## src/rtl/display_pkg.sv

```systemverilog
// Shared definitions for the seven-segment display blocks.
//   SEG_OFF      : active-low segment pattern with every segment dark
//   scan_state_e : per-digit scan phase (BLANK = anodes off, DRIVE = anode on)
//   hex_to_seg   : active-low {g,f,e,d,c,b,a} pattern for one hex nibble
package display_pkg;

  localparam logic [6:0] SEG_OFF = 7'h7F;

  typedef enum logic {
    BLANK = 1'b0,
    DRIVE = 1'b1
  } scan_state_e;

  function automatic logic [6:0] hex_to_seg(input logic [3:0] nib);
    logic [6:0] s;
    case (nib)
      4'h0:    s = 7'h40;
      4'h1:    s = 7'h79;
      4'h2:    s = 7'h24;
      4'h3:    s = 7'h30;
      4'h4:    s = 7'h19;
      4'h5:    s = 7'h12;
      4'h6:    s = 7'h02;
      4'h7:    s = 7'h78;
      4'h8:    s = 7'h00;
      4'h9:    s = 7'h10;
      4'hA:    s = 7'h08;
      4'hB:    s = 7'h03;
      4'hC:    s = 7'h46;
      4'hD:    s = 7'h21;
      4'hE:    s = 7'h06;
      default: s = 7'h0E;
    endcase
    return s;
  endfunction

endpackage

```

## src/rtl/Clock_Enable.sv

```systemverilog
// Clock-enable generator: emits a one-cycle tick every src_freq/target_freq
// clk cycles (at least every cycle).
//   clk  : system clock
//   clr  : asynchronous reset, active-high
//   tick : one-cycle enable pulse, registered
module Clock_Enable #(
  parameter int src_freq    = 100000000,
  parameter int target_freq = 1000
) (
  input  logic clk,
  input  logic clr,
  output logic tick
);

  localparam int DIV_RAW = src_freq / target_freq;
  localparam int DIV     = (DIV_RAW < 1) ? 1 : DIV_RAW;
  localparam int CW      = (DIV > 1) ? $clog2(DIV) : 1;
  localparam logic [CW-1:0] LIMIT = CW'(DIV - 1);

  logic [CW-1:0] cnt;

  // The tick is registered, so it appears the cycle after the counter
  // sits at its limit, while the counter itself wraps to zero.
  always_ff @(posedge clk or posedge clr) begin
    if (clr) begin
      cnt  <= '0;
      tick <= 1'b0;
    end else begin
      tick <= (cnt == LIMIT);
      if (cnt == LIMIT) cnt <= '0;
      else              cnt <= cnt + CW'(1);
    end
  end

endmodule

```

## src/rtl/seg_scan_ctrl.sv

```systemverilog
// Time-multiplexed scan controller for a common-anode seven-segment display.
// Each digit spends BLANK_TICKS scan ticks dark (ghost suppression) and then
// DRIVE_TICKS ticks lit. New values arrive through load and are committed
// only at the frame boundary, acknowledged by a one-cycle load_ack.
//   clk, clr : clock, asynchronous active-high reset
//   value    : hex nibbles, digit 0 rightmost
//   dp_mask  : decimal point enable per digit (1 = lit)
//   lzb_en   : leading-zero blanking enable
//   load     : capture value/dp_mask/lzb_en into the pending slot
//   load_ack : pending value became active this frame
//   an       : anodes, active-low
//   seg      : {g,f,e,d,c,b,a}, active-low
//   dp       : decimal point, active-low
module seg_scan_ctrl
  import display_pkg::*;
#(
  parameter int SRC_FREQ    = 100000000,
  parameter int SCAN_FREQ   = 1000,
  parameter int NUM_DIGITS  = 4,
  parameter int BLANK_TICKS = 1,
  parameter int DRIVE_TICKS = 3
) (
  input  logic                    clk,
  input  logic                    clr,
  input  logic [4*NUM_DIGITS-1:0] value,
  input  logic [NUM_DIGITS-1:0]   dp_mask,
  input  logic                    lzb_en,
  input  logic                    load,
  output logic                    load_ack,
  output logic [NUM_DIGITS-1:0]   an,
  output logic [6:0]              seg,
  output logic                    dp
);

  localparam int VW     = 4 * NUM_DIGITS;
  localparam int DIG_W  = (NUM_DIGITS > 1) ? $clog2(NUM_DIGITS) : 1;
  localparam int PH_MAX = (BLANK_TICKS > DRIVE_TICKS) ? BLANK_TICKS : DRIVE_TICKS;
  localparam int PH_W   = (PH_MAX > 1) ? $clog2(PH_MAX) : 1;
  localparam logic [DIG_W-1:0] DIG_LAST   = DIG_W'(NUM_DIGITS - 1);
  localparam logic [PH_W-1:0]  BLANK_LAST = PH_W'(BLANK_TICKS - 1);
  localparam logic [PH_W-1:0]  DRIVE_LAST = PH_W'(DRIVE_TICKS - 1);

  logic tick;

  Clock_Enable #(
    .src_freq    (SRC_FREQ),
    .target_freq (SCAN_FREQ)
  ) u_tick (
    .clk  (clk),
    .clr  (clr),
    .tick (tick)
  );

  scan_state_e      state, state_nxt;
  logic [DIG_W-1:0] digit, digit_nxt;
  logic [PH_W-1:0]  phase, phase_nxt;
  logic             frame_end;

  logic [VW-1:0]         act_val, pend_val;
  logic [NUM_DIGITS-1:0] act_dp, pend_dp;
  logic                  act_lzb, pend_lzb, pend_vld;

  always_ff @(posedge clk or posedge clr) begin
    if (clr) begin
      state <= BLANK;
      digit <= '0;
      phase <= '0;
    end else begin
      state <= state_nxt;
      digit <= digit_nxt;
      phase <= phase_nxt;
    end
  end

  // Only scan ticks advance the sequence; frame_end marks the
  // DRIVE(last digit) -> BLANK(digit 0) transition cycle.
  always_comb begin
    state_nxt = state;
    digit_nxt = digit;
    phase_nxt = phase;
    frame_end = 1'b0;
    if (tick) begin
      case (state)
        BLANK: begin
          if (phase == BLANK_LAST) begin
            state_nxt = DRIVE;
            phase_nxt = '0;
          end else begin
            phase_nxt = phase + PH_W'(1);
          end
        end
        DRIVE: begin
          if (phase == DRIVE_LAST) begin
            state_nxt = BLANK;
            phase_nxt = '0;
            if (digit == DIG_LAST) begin
              digit_nxt = '0;
              frame_end = 1'b1;
            end else begin
              digit_nxt = digit + DIG_W'(1);
            end
          end else begin
            phase_nxt = phase + PH_W'(1);
          end
        end
        default: begin
          state_nxt = BLANK;
          phase_nxt = '0;
        end
      endcase
    end
  end

  // Commit happens before the load capture so a load landing on the
  // boundary cycle stays pending for the next frame.
  always_ff @(posedge clk or posedge clr) begin
    if (clr) begin
      act_val  <= '0;
      act_dp   <= '0;
      act_lzb  <= 1'b0;
      pend_val <= '0;
      pend_dp  <= '0;
      pend_lzb <= 1'b0;
      pend_vld <= 1'b0;
      load_ack <= 1'b0;
    end else begin
      load_ack <= frame_end & pend_vld;
      if (frame_end && pend_vld) begin
        act_val  <= pend_val;
        act_dp   <= pend_dp;
        act_lzb  <= pend_lzb;
        pend_vld <= 1'b0;
      end
      if (load) begin
        pend_val <= value;
        pend_dp  <= dp_mask;
        pend_lzb <= lzb_en;
        pend_vld <= 1'b1;
      end
    end
  end

  // A digit is a leading zero when it and every digit above it are zero.
  logic [NUM_DIGITS-1:0] lz_blank;
  logic                  hi_zero;

  always_comb begin
    lz_blank = '0;
    hi_zero  = act_lzb;
    for (int i = NUM_DIGITS - 1; i >= 1; i--) begin
      hi_zero     = hi_zero && (act_val[4*i +: 4] == 4'h0);
      lz_blank[i] = hi_zero;
    end
  end

  logic [NUM_DIGITS-1:0] an_p0;
  logic [6:0]            seg_p0;
  logic                  dp_p0;
  logic [3:0]            nib;

  always_comb begin
    an_p0  = '1;
    seg_p0 = SEG_OFF;
    dp_p0  = 1'b1;
    nib    = act_val[int'(digit)*4 +: 4];
    if (state == DRIVE) begin
      an_p0[digit] = 1'b0;
      seg_p0       = lz_blank[digit] ? SEG_OFF : hex_to_seg(nib);
      dp_p0        = ~act_dp[digit];
    end
  end

  // Output register stage
  always_ff @(posedge clk or posedge clr) begin
    if (clr) begin
      an  <= '1;
      seg <= SEG_OFF;
      dp  <= 1'b1;
    end else begin
      an  <= an_p0;
      seg <= seg_p0;
      dp  <= dp_p0;
    end
  end

endmodule

```

## config.mk

```make
export PLATFORM = sky130hd
export DESIGN_NAME = seg_scan_ctrl
export DESIGN_NICKNAME = d
export VERILOG_FILES = /design/src/rtl/display_pkg.sv /design/src/rtl/Clock_Enable.sv /design/src/rtl/seg_scan_ctrl.sv
export SDC_FILE = /design/constraint.sdc
export NUM_CORES = 1
export LEC_CHECK = 0
export ABC_AREA = 1
export BUFFER_PORTS_ARGS = -buffer_cell sky130_fd_sc_hd__buf_2
export CAP_MARGIN = 5
export CORE_AREA = 2 2 83 85
export DETAILED_ROUTE_END_ITERATION = 12
export DIE_AREA = 0 0 85 87
export GPL_TIMING_DRIVEN = 0
export HOLD_SLACK_MARGIN = 0.1
export PLACE_DENSITY = 0.8
export SYNTH_ARGS = -nofsm -noshare
export SYNTH_HDL_FRONTEND = slang
export SYNTH_SLANG_ARGS = --single-unit
```

## constraint.sdc

```tcl
create_clock -name clk -period 3.4 [get_ports clk]
set_clock_uncertainty 0.1 [all_clocks]
set_input_delay 0 -clock clk [delete_from_list [all_inputs] [get_ports clk]]
set_output_delay 0 -clock clk [all_outputs]
set_load 0.01 [all_outputs]
```

==> flow_summary.json, run 1 <==
{
  "finalCriticalPeriod_ns": 1.95,
  "yosys.area_share.simple": 0.252,
  "dieHeight_um": 87,
  "status": "completed",
  "synth-xor-area-share": 0.0229,
  "async_flop_share": 1.00,
  "via_per_inst": 5.13,
  "synth_area_per_cell_um2": 8.58,
  "h-tree-depth": 3,
  "crit_path_start_kind": "register",
  "fp-row-count": 30,
  "worst_skew_pair.late_latency_ns": 0.36,
  "ys_seq_area_frac": 0.520,
  "antenna_found_initial": 0,
  "drt_first_pass_iters": 5,
  "criticalPathCategory": "reg2reg",
  "fin_util": 0.736,
  "netlist_instances": 446,
  "synth_compound_area_frac": 0.0768,
  "cap_violations": 0,
  "drtAntennaViolNets": 0,
  "top_layer": "met4",
  "wirelength_um": 8090,
  "drc": 0,
  "rsz0062_at_grt": "false",
  "finalSetupTns_ns": 0,
  "place.gp.congestion": 0.937,
  "synth_warnings": 0,
  "diodes": 0,
  "routed-wl-met3_um": 317,
  "synth_area_um2": 3830,
  "gr-total-overflow": 0,
  "area_growth_pct": 26.2,
  "syn_nets": 485,
  "power.density_nw_per_um2": 387,
  "synth_cell_types": 28,
  "port_buffers": 36,
  "cts_made_buffers": 9,
  "synth_area_leader_cell": "dfrtp_1",
  "end_kind": "register",
  "holdWs_ns": 0.103,
  "timing.fmax_mhz": 514,
  "post-dp-hpwl_um": 5120,
  "die_x_um": 85,
  "clkTransAtPathRegs_ns": 0.09,
  "cp.arrival_ns": 2.13,
  "regToRegSetupSlack_ns": 1.45,
  "p_leak_nw": 2.35,
  "max_slew_margin": 0.675,
  "setup_viol": 0,
  "synth_top_family_by_area": "simple AND/OR/NAND/NOR gates",
  "ys_top_cells_by_area": "dfrtp_1 44%, nand2_1 13%, dfstp_2 8.2%, inv_1 5.0%, ha_1 4.9%",
  "wl_met2_um": 3960,
  "required_ns": 3.58,
  "finalInstanceArea_um2": 4830,
  "synthMuxAreaShare": 0,
  "synthFlopType": "dfrtp_1",
  "ir_drop_mv": 0.504,
  "drv_slew": 0,
  "grt_pass1_wl_um": 13800,
  "tritoncts": "done",
  "grt_max_degree": 41,
  "yosysMostFrequentCell": "nand2_1",
  "root_buffer": "clkbuf_8",
  "cts_resized": 0,
  "grt_util_all_layers": 0.237,
  "synthTopCellsByCount": "136 x nand2_1, 67 x dfrtp_1, 51 x inv_1, 37 x nor2_1, 36 x nand3_1",
  "cts.sinks": 79,
  "post-place-cells": 563,
  "post_dp_cell_area_um2": 4130,
  "ioPinCount": 37,
  "finalCritPeriodShare": 0.573,
  "die-area_um2": 7400,
  "coreArea_um2": 6570,
  "start_util": 0.583,
  "tightest_slew_ns": 0.487,
  "clockBufferDepth": 2,
  "finalNonFillerCells": 627,
  "drive_gt1_frac": 0.177,
  "wire_per_inst_um": 12.9,
  "ys_ff_latch": 79,
  "first_iter_violations": 238,
  "hold_viol": 0,
  "synth_top_cell_area_share": 0.438,
  "min_path_type": "in2reg",
  "finalNetCount": 581,
  "cp_max_fo": 10,
  "grt_pass1_vias": 3040,
  "met1Wirelength_um": 3670,
  "synth-edff-count": 0,
  "via_count": 3216,
  "post_cts_buffers": 0,
  "synth_adder_area_share": 0.0490
}
==> final cells by class <==
| type | count | area [um^2] |
|---|---|---|
| multi-input combinational | 300 | 1530 |
| sequential | 79 | 1990 |
| inverter | 56 | 215 |
| clock inverter | 6 | 83.8 |
| timing repair buffer | 85 | 681 |
| fill | 455 | 1740 |
| clock buffer | 10 | 138 |
| buffer | 11 | 91.3 |
| tap | 80 | 100 |
==> per-stage QoR <==
stage | setup WS [ns] | power (mW)
6_report | 1.45 | 1.87
5_1_grt | 1.34 | 1.94
4_1_cts | 1.48 | 1.87
3_5_place_dp | 1.50 | 1.06
3_3_place_gp | 0.469 | 1.05
2_1_floorplan | 1.30 | 1.03
==> power by group <==
group	internal (mW)	total, mW	switching [mW]
Sequential	0.962	0.971	0.00945
Clock	0.431	0.776	0.345
Combinational	0.0638	0.122	0.0582
==> per-layer routing <==
| layer | up-vias | global-route usage |
|---|---|---|
| met3 | 16 | 0.0436 |
| met1 | 1521 | 0.307 |
| met4 | 0 | 0.0967 |
| li1 | 1591 | - |
| met2 | 88 | 0.396 |
| met5 | - | 0 |
==> cell families after synthesis <==
group / Yosys count
fa+ha+maj: 15
buf+inv: 67
compound gates: 49
xor+xnor: 10
simple gates: 226
flops: 79
==> flip-flops by register name (all words and copies together) (netlist names), named ones only <==
name,count
phase,2
pend_val,16
pend_vld,1
u_tick.tick,1
dp,1
pend_dp,4
act_lzb,1
load_ack,1
u_tick.cnt,17
seg,7
act_dp,4
pend_lzb,1
an,4
act_val,16
digit,2
==> final timing paths <==
check / start / to / depth (start not counted)
setup / recovery: digit[1] / seg[0] / 11
hold / removal: load / pend_lzb / 3
setup reg to reg: digit[1] / seg[0] / 11
hold reg to reg: pend_val[4] / pend_val[4] / 2
max in group asynchronous: clr / seg[1] / 4
min in group asynchronous: clr / pend_val[5] / 3
==> what timing repair did <==
| action | in CTS | in global routing |
|---|---|---|
| hold buffers | 48 | 0 |
| setup endpoints to repair | 0 | 0 |
| endpoints found under the hold margin | 97 | 0 |
==> worst max-delay path, cell delays in order, from the launching register on <==
cell	delay [ns]
dfrtp_1	0.50
inv_2	0.23
nand3_1	0.10
nand2_1	0.21
inv_1	0.12
ha_1	0.23
inv_1	0.10
nand2_1	0.07
nand2_1	0.06
nand2_1	0.04
nand2_1	0.05
nand2_1	0.05
==> placed cells by master (no fill, tap or decap), types with 11 or more instances in the layout <==
cell type | netlist | routed
buf_2 | 0 | 36
dfrtp_1 | 67 | 67
dfstp_2 | 12 | 12
dlygate4sd3_1 | 0 | 48
ha_1 | 15 | 15
inv_1 | 51 | 50
nand2_1 | 136 | 136
nand3_1 | 36 | 36
nor2_1 | 37 | 37
o21ai_0 | 27 | 27
o21ai_2 | 11 | 11
Note: power is estimated with default switching activity, not from simulation.
==> inputs of run 2 (changes only) <==
CORE_AREA = 2 2 84 86   (was 2 2 83 85)
DIE_AREA = 0 0 86 88   (was 0 0 85 87)
PLACE_DENSITY = 0.78   (was 0.8)
clock period = 1.8 ns   (was 3.4 ns; I/O delays follow)
==> run 2 against run 1 <==
Effect of this change: total power increased by 78%; maximum frequency rose by 10%; final cell count increased by 0.32%; count of clock-buffer cells in the layout rose by 3; die area increased by 2.3%; via count grew 0.31%; sequential power is 88% higher; first-iteration DRC count shrank 34%; global-route usage fell by 0.078 points; final area up 0.21%; sequential share of layout area about the same; largest cell class unchanged.
==> flow_summary.json, run 2 (synthesis results as in run 1) <==
{
  "comb_power_share": 0.061,
  "antenna_found_initial": 0,
  "place.gp.congestion": 0.893,
  "timing.fmax_mhz": 567,
  "tritoncts": "done",
  "cpMostUsedCell": "nand2_1",
  "crit_family": "simple AND/OR/NAND/NOR gates",
  "start_util": 0.576,
  "drt_first_pass_iters": 5,
  "layout_common_cells": "134 x nand2_1, 65 x dfrtp_1, 47 x inv_1",
  "via_per_inst": 5.13,
  "num-fill-cells": 505,
  "internal_power_mw": 2.59,
  "drtAntennaViolNets": 0,
  "reg.largest.list": "u_tick.cnt (17), act_val (16), pend_val (16)",
  "min_path_type": "in2reg",
  "area_growth_pct": 26.5,
  "die-area_um2": 7570,
  "top_register": "u_tick.cnt",
  "grt_max_degree": 41,
  "slowest_delay_ns": 0.45,
  "tightest_slew_ns": 0.825,
  "end_kind": "register",
  "grt_pass1_vias": 3162,
  "drive_gt1_frac": 0.219,
  "pre_cts_slack_ns": -0.0814,
  "crit_path_start_kind": "register",
  "post-dp-hpwl_um": 5260,
  "die_x_um": 86,
  "p_leak_nw": 2.34,
  "ir_drop_mv": 0.417,
  "layout_commonest_cell": "nand2_1",
  "clockPowerShare": 0.390,
  "gr-total-overflow": 0,
  "power.switching_uw": 742,
  "largest_reg_flops": 17,
  "drc": 0,
  "cap_violations": 0,
  "cts_made_buffers": 9,
  "wire_per_inst_um": 13.2,
  "finalNonFillerCells": 629,
  "required_ns": 2.00,
  "post_dp_cell_area_um2": 4130,
  "worst_skew_pair.late_latency_ns": 0.36,
  "fp-row-count": 30,
  "port_buffers": 36,
  "status": "completed",
  "finalInstanceArea_um2": 4840,
  "crit_slowest_cell": "dfrtp_2",
  "wirelength_um": 8300,
  "coreArea_um2": 6640,
  "diodes": 0,
  "finalCritPeriodShare": 0.979,
  "cp_cell_sequence": "buf_6 > nand2_1 > nand3_1 > nand2_2 > buf_4 > ha_1 > inv_1 > o21ai_0 > nand2_1 > nand2_1",
  "dieHeight_um": 88,
  "root_buffer": "clkbuf_8",
  "path_buf_inv": 3,
  "drv_slew": 0,
  "power.density_nw_per_um2": 689,
  "criticalPathCategory": "reg2reg",
  "setup_viol": 0,
  "post-place-cells": 563,
  "cts.sinks": 79,
  "h-tree-depth": 3,
  "cp.arrival_ns": 1.96,
  "p_seq_frac": 0.550,
  "finalNetCount": 583,
  "finalCriticalPeriod_ns": 1.76,
  "first_iter_violations": 156,
  "holdWs_ns": 0.0959,
  "hold_viol": 0,
  "ioPinCount": 37,
  "clockBufferDepth": 2,
  "rsz0062_at_grt": "true",
  "via_count": 3226,
  "cp_max_fo": 10,
  "layout_setup_ws_ns": 0.0377,
  "p_sw_frac": 0.223,
  "grt_util_all_layers": 0.236,
  "clkTransAtPathRegs_ns": 0.08,
  "grt_pass1_wl_um": 14000,
  "max_slew_margin": 0.449
}
[run 2: cell types whose count changed in the layout (fill, tap and decap cells not counted), sizes merged, moves of 2 or more]
cell,previous run,this run
clkinvlp,0,2
buf,43,56
clkbuf,15,18
clkinv,4,1
dlygate4sd3,48,37
[run 2: power groups by stage]
| stage | Clock, mW | Sequential (mW) | Combinational (mW) |
|---|---|---|---|
| after floorplan | 0 | 1.86 | 0.0809 |
| after global placement | 0 | 1.87 | 0.125 |
| after CTS | 1.31 | 1.83 | 0.201 |
| after global routing | 1.39 | 1.84 | 0.231 |
| final | 1.30 | 1.83 | 0.203 |
| after detailed placement | 0 | 1.87 | 0.136 |
[run 2: metrics by stage]
step	utilization	total power [mW]	TNS [ns]
floorplan	-	1.94	0
global placement	0.619	1.99	-0.173
detailed placement	0.622	2.00	-0.294
CTS	0.709	3.34	0
global route	0.729	3.46	-0.253
finish	0.729	3.34	0
[run 2: worst min-delay path: stages]
cell and delay (ns):
buf_2 0.13, clkbuf_1 0.21, nand2_1 0.09, o21ai_0 0.07
[run 2: worst paths after layout]
check	slack [ns]	depth (start not counted)	to	startpoint
worst max register to register	0.04	10	seg[0]	digit[0]
max in group asynchronous	0.64	4	seg[4]	clr
min in group asynchronous	0.24	3	pend_val[8]	clr
worst min-delay path	0.1	4	pend_lzb	load
worst max-delay path	0.04	10	seg[0]	digit[0]
worst min register to register	0.38	2	act_dp[1]	act_dp[1]
[run 2: what timing repair did]
action                                 CTS  global route
hold buffers                            37             0
setup buffers                            1            12
resized for setup                        4            13
endpoints found under the hold margin   49             0
pin swaps                                1             3
setup endpoints to repair                5            31
[run 2: layout make-up]
type | count | area, um^2 | share of cell area
clock buffers | 13 | 149 | 0.0307
flip-flops and latches | 79 | 1990 | 0.412
inverters | 56 | 219 | 0.0452
repair buffers | 87 | 668 | 0.138
well taps | 80 | 100 | 0.0207
clock inverters | 3 | 42.5 | 0.00878
plain buffers | 11 | 95.1 | 0.0196
multi-input cells | 300 | 1580 | 0.325
[run 2: routing by layer]
metal	vias to the layer above	track usage	routed length (um)
li1	1597	-	-
met1	1529	0.300	3770
met2	82	0.401	4040
met3	18	0.0566	348
met4	0	0.0779	136
met5	-	0	0
==> inputs of run 3 (changes only) <==
==> constraint.sdc (replaced) <==
create_clock -name clk -period 1.8 [get_ports clk]
set_clock_uncertainty 0.1 [all_clocks]
set_input_delay 0.27 -clock clk [delete_from_list [all_inputs] [get_ports clk]]
set_output_delay 0.27 -clock clk [all_outputs]
set_load 0.01 [all_outputs]
==> run 3 against run 2 <==
Effect of this change: final cell count is 2.2% lower; first-iteration DRC count decreased by 9.0%; sequential share of layout area increased by 1.2 points; register-to-register slack hardly changed; wire length shrank 3.8%; critical path depth increased by 1; sequential cell count did not move; worst setup slack got worse by 0.0060 ns; clock power hardly changed; maximum frequency down 0.34%.
==> flow_summary.json, run 3 (synthesis results as in run 1) <==
{
  "status": "completed",
  "gr-total-overflow": 0,
  "h-tree-depth": 3,
  "drc": 0,
  "diodes": 0,
  "holdWs_ns": 0.108,
  "largest_reg_flops": 17,
  "p_leak_nw": 2.30,
  "slowest_delay_ns": 0.43,
  "required_ns": 1.99,
  "grt_max_degree": 41,
  "layout_commonest_cell": "nand2_1",
  "end_kind": "register",
  "post-place-cells": 563,
  "layout_common_cells": "134 x nand2_1, 65 x dfrtp_1, 47 x inv_1",
  "first_iter_violations": 142,
  "top_register": "u_tick.cnt",
  "crit_path_start_kind": "register",
  "cp_max_fo": 9,
  "drive_gt1_frac": 0.224,
  "num-fill-cells": 520,
  "crit_slowest_cell": "dfrtp_2",
  "wire_per_inst_um": 13.0,
  "cts.sinks": 79,
  "fin_util": 0.708,
  "fp-row-count": 30,
  "rsz0062_at_grt": "true",
  "wirelength_um": 7980,
  "via_count": 3167,
  "drv_slew": 0,
  "tritoncts": "done",
  "ioPinCount": 37,
  "die-area_um2": 7570,
  "criticalPathCategory": "reg2reg",
  "cap_violations": 0,
  "place.gp.congestion": 0.893,
  "start_util": 0.576,
  "grt_pass1_wl_um": 13600,
  "finalCritPeriodShare": 0.982,
  "path_buf_inv": 4,
  "reg.largest.list": "u_tick.cnt (17), act_val (16), pend_val (16)",
  "finalNonFillerCells": 615,
  "tightest_slew_ns": 0.822,
  "dieHeight_um": 88,
  "power.density_nw_per_um2": 702,
  "clockBufferDepth": 2,
  "coreArea_um2": 6640,
  "finalSetupTns_ns": 0,
  "drtAntennaViolNets": 0,
  "area_growth_pct": 22.8,
  "finalNetCount": 569,
  "grt_pass1_vias": 3049,
  "hold_viol": 0,
  "cts_made_buffers": 9,
  "min_path_type": "in2reg",
  "finalInstanceArea_um2": 4700,
  "cp_cell_sequence": "inv_2 > buf_6 > nand2_1 > nand3_1 > nand2_2 > buf_4 > ha_1 > inv_1 > o21ai_0 > nand2_1 > nand2_1",
  "post-dp-hpwl_um": 5260,
  "antenna_found_initial": 0,
  "post_dp_cell_area_um2": 4130,
  "cp.arrival_ns": 1.96,
  "grtUsageMet2": 0.385,
  "via_per_inst": 5.15,
  "ir_drop_mv": 0.405,
  "met1_usage": 0.298,
  "clkTransAtPathRegs_ns": 0.07,
  "drt_first_pass_iters": 5,
  "die_x_um": 86,
  "timing.fmax_mhz": 566,
  "max_slew_margin": 0.451,
  "worst_skew_pair.late_latency_ns": 0.36,
  "grt_busiest_layer": "met2",
  "finalCriticalPeriod_ns": 1.77,
  "setup_viol": 0,
  "root_buffer": "clkbuf_8",
  "grt_util_all_layers": 0.230,
  "cpMostUsedCell": "nand2_1",
  "crit_family": "simple AND/OR/NAND/NOR gates",
  "grtUsageMet3": 0.0547,
  "port_buffers": 36
}
-- run 3: changes by cell type in the layout (fill, tap and decap cells not counted) --
| cell | previous run | this run |
|---|---|---|
| dlygate4sd3_1 | 37 | 23 |
-- run 3: path summary, 6_finish.rpt --
path,from,endpoint,slack [ns],depth (start not counted)
min in group asynchronous,clr,pend_val[8],0.51,3
min reg2reg,pend_val[11],pend_val[11],0.39,2
max reg2reg,digit[0],seg[0],0.03,11
max,digit[0],seg[0],0.03,11
min,load,pend_val[14],0.11,2
max in group asynchronous,clr,seg[4],0.37,4
-- run 3: final cells by class --
cell class	instances	area, um^2	area share
Buffer	11	95.1	0.0202
Timing Repair Buffer	73	528	0.112
Inverter	56	219	0.0466
Sequential cell	79	1990	0.424
Clock buffer	13	149	0.0317
Clock inverter	3	42.5	0.00904
Tap cell	80	100	0.0213
Multi-Input combinational cell	300	1580	0.335
-- run 3: timing repair --
action / in CTS / in global routing
setup endpoints to repair: 5 / 31
hold buffers: 23 / 0
buffers inserted: 1 / 12
resized for setup: 4 / 13
endpoints found under the hold margin: 49 / 0
pin swaps: 1 / 3
-- run 3: metal layers --
metal  vias to the layer above  routed length (um)  part of all wire
met1                      1479                3630              0.45
met2                        99                3830              0.48
li1                       1573                   -                 -
met4                         0                 128             0.016
met3                        16                 392             0.049
met5                         -                   0                 0
-- run 3: report_power, final --
group,switching [mW],internal [mW]
registers,0.0170,1.82
logic,0.0959,0.0766
clock network,0.617,0.678
total,0.730,2.57
-- run 3: worst reg2reg max path, delay by kind of cell (launching register included) --
kind                     cells  cell delay (ns)
buffers and inverters        4             0.38
flip-flops                   1             0.43
AND/OR/NAND/NOR              5             0.47
adder cells (fa/ha/maj)      1             0.15
AO/OA/AOI/OAI                1             0.18
-- run 3: metrics by stage --
step | total power [mW] | worst slack [ns]
global placement | 1.99 | -0.0558
floorplan | 1.94 | 0.180
detailed placement | 2.00 | -0.0814
CTS | 3.32 | 0.00577
finish | 3.30 | 0.0317
global route | 3.43 | -0.0913
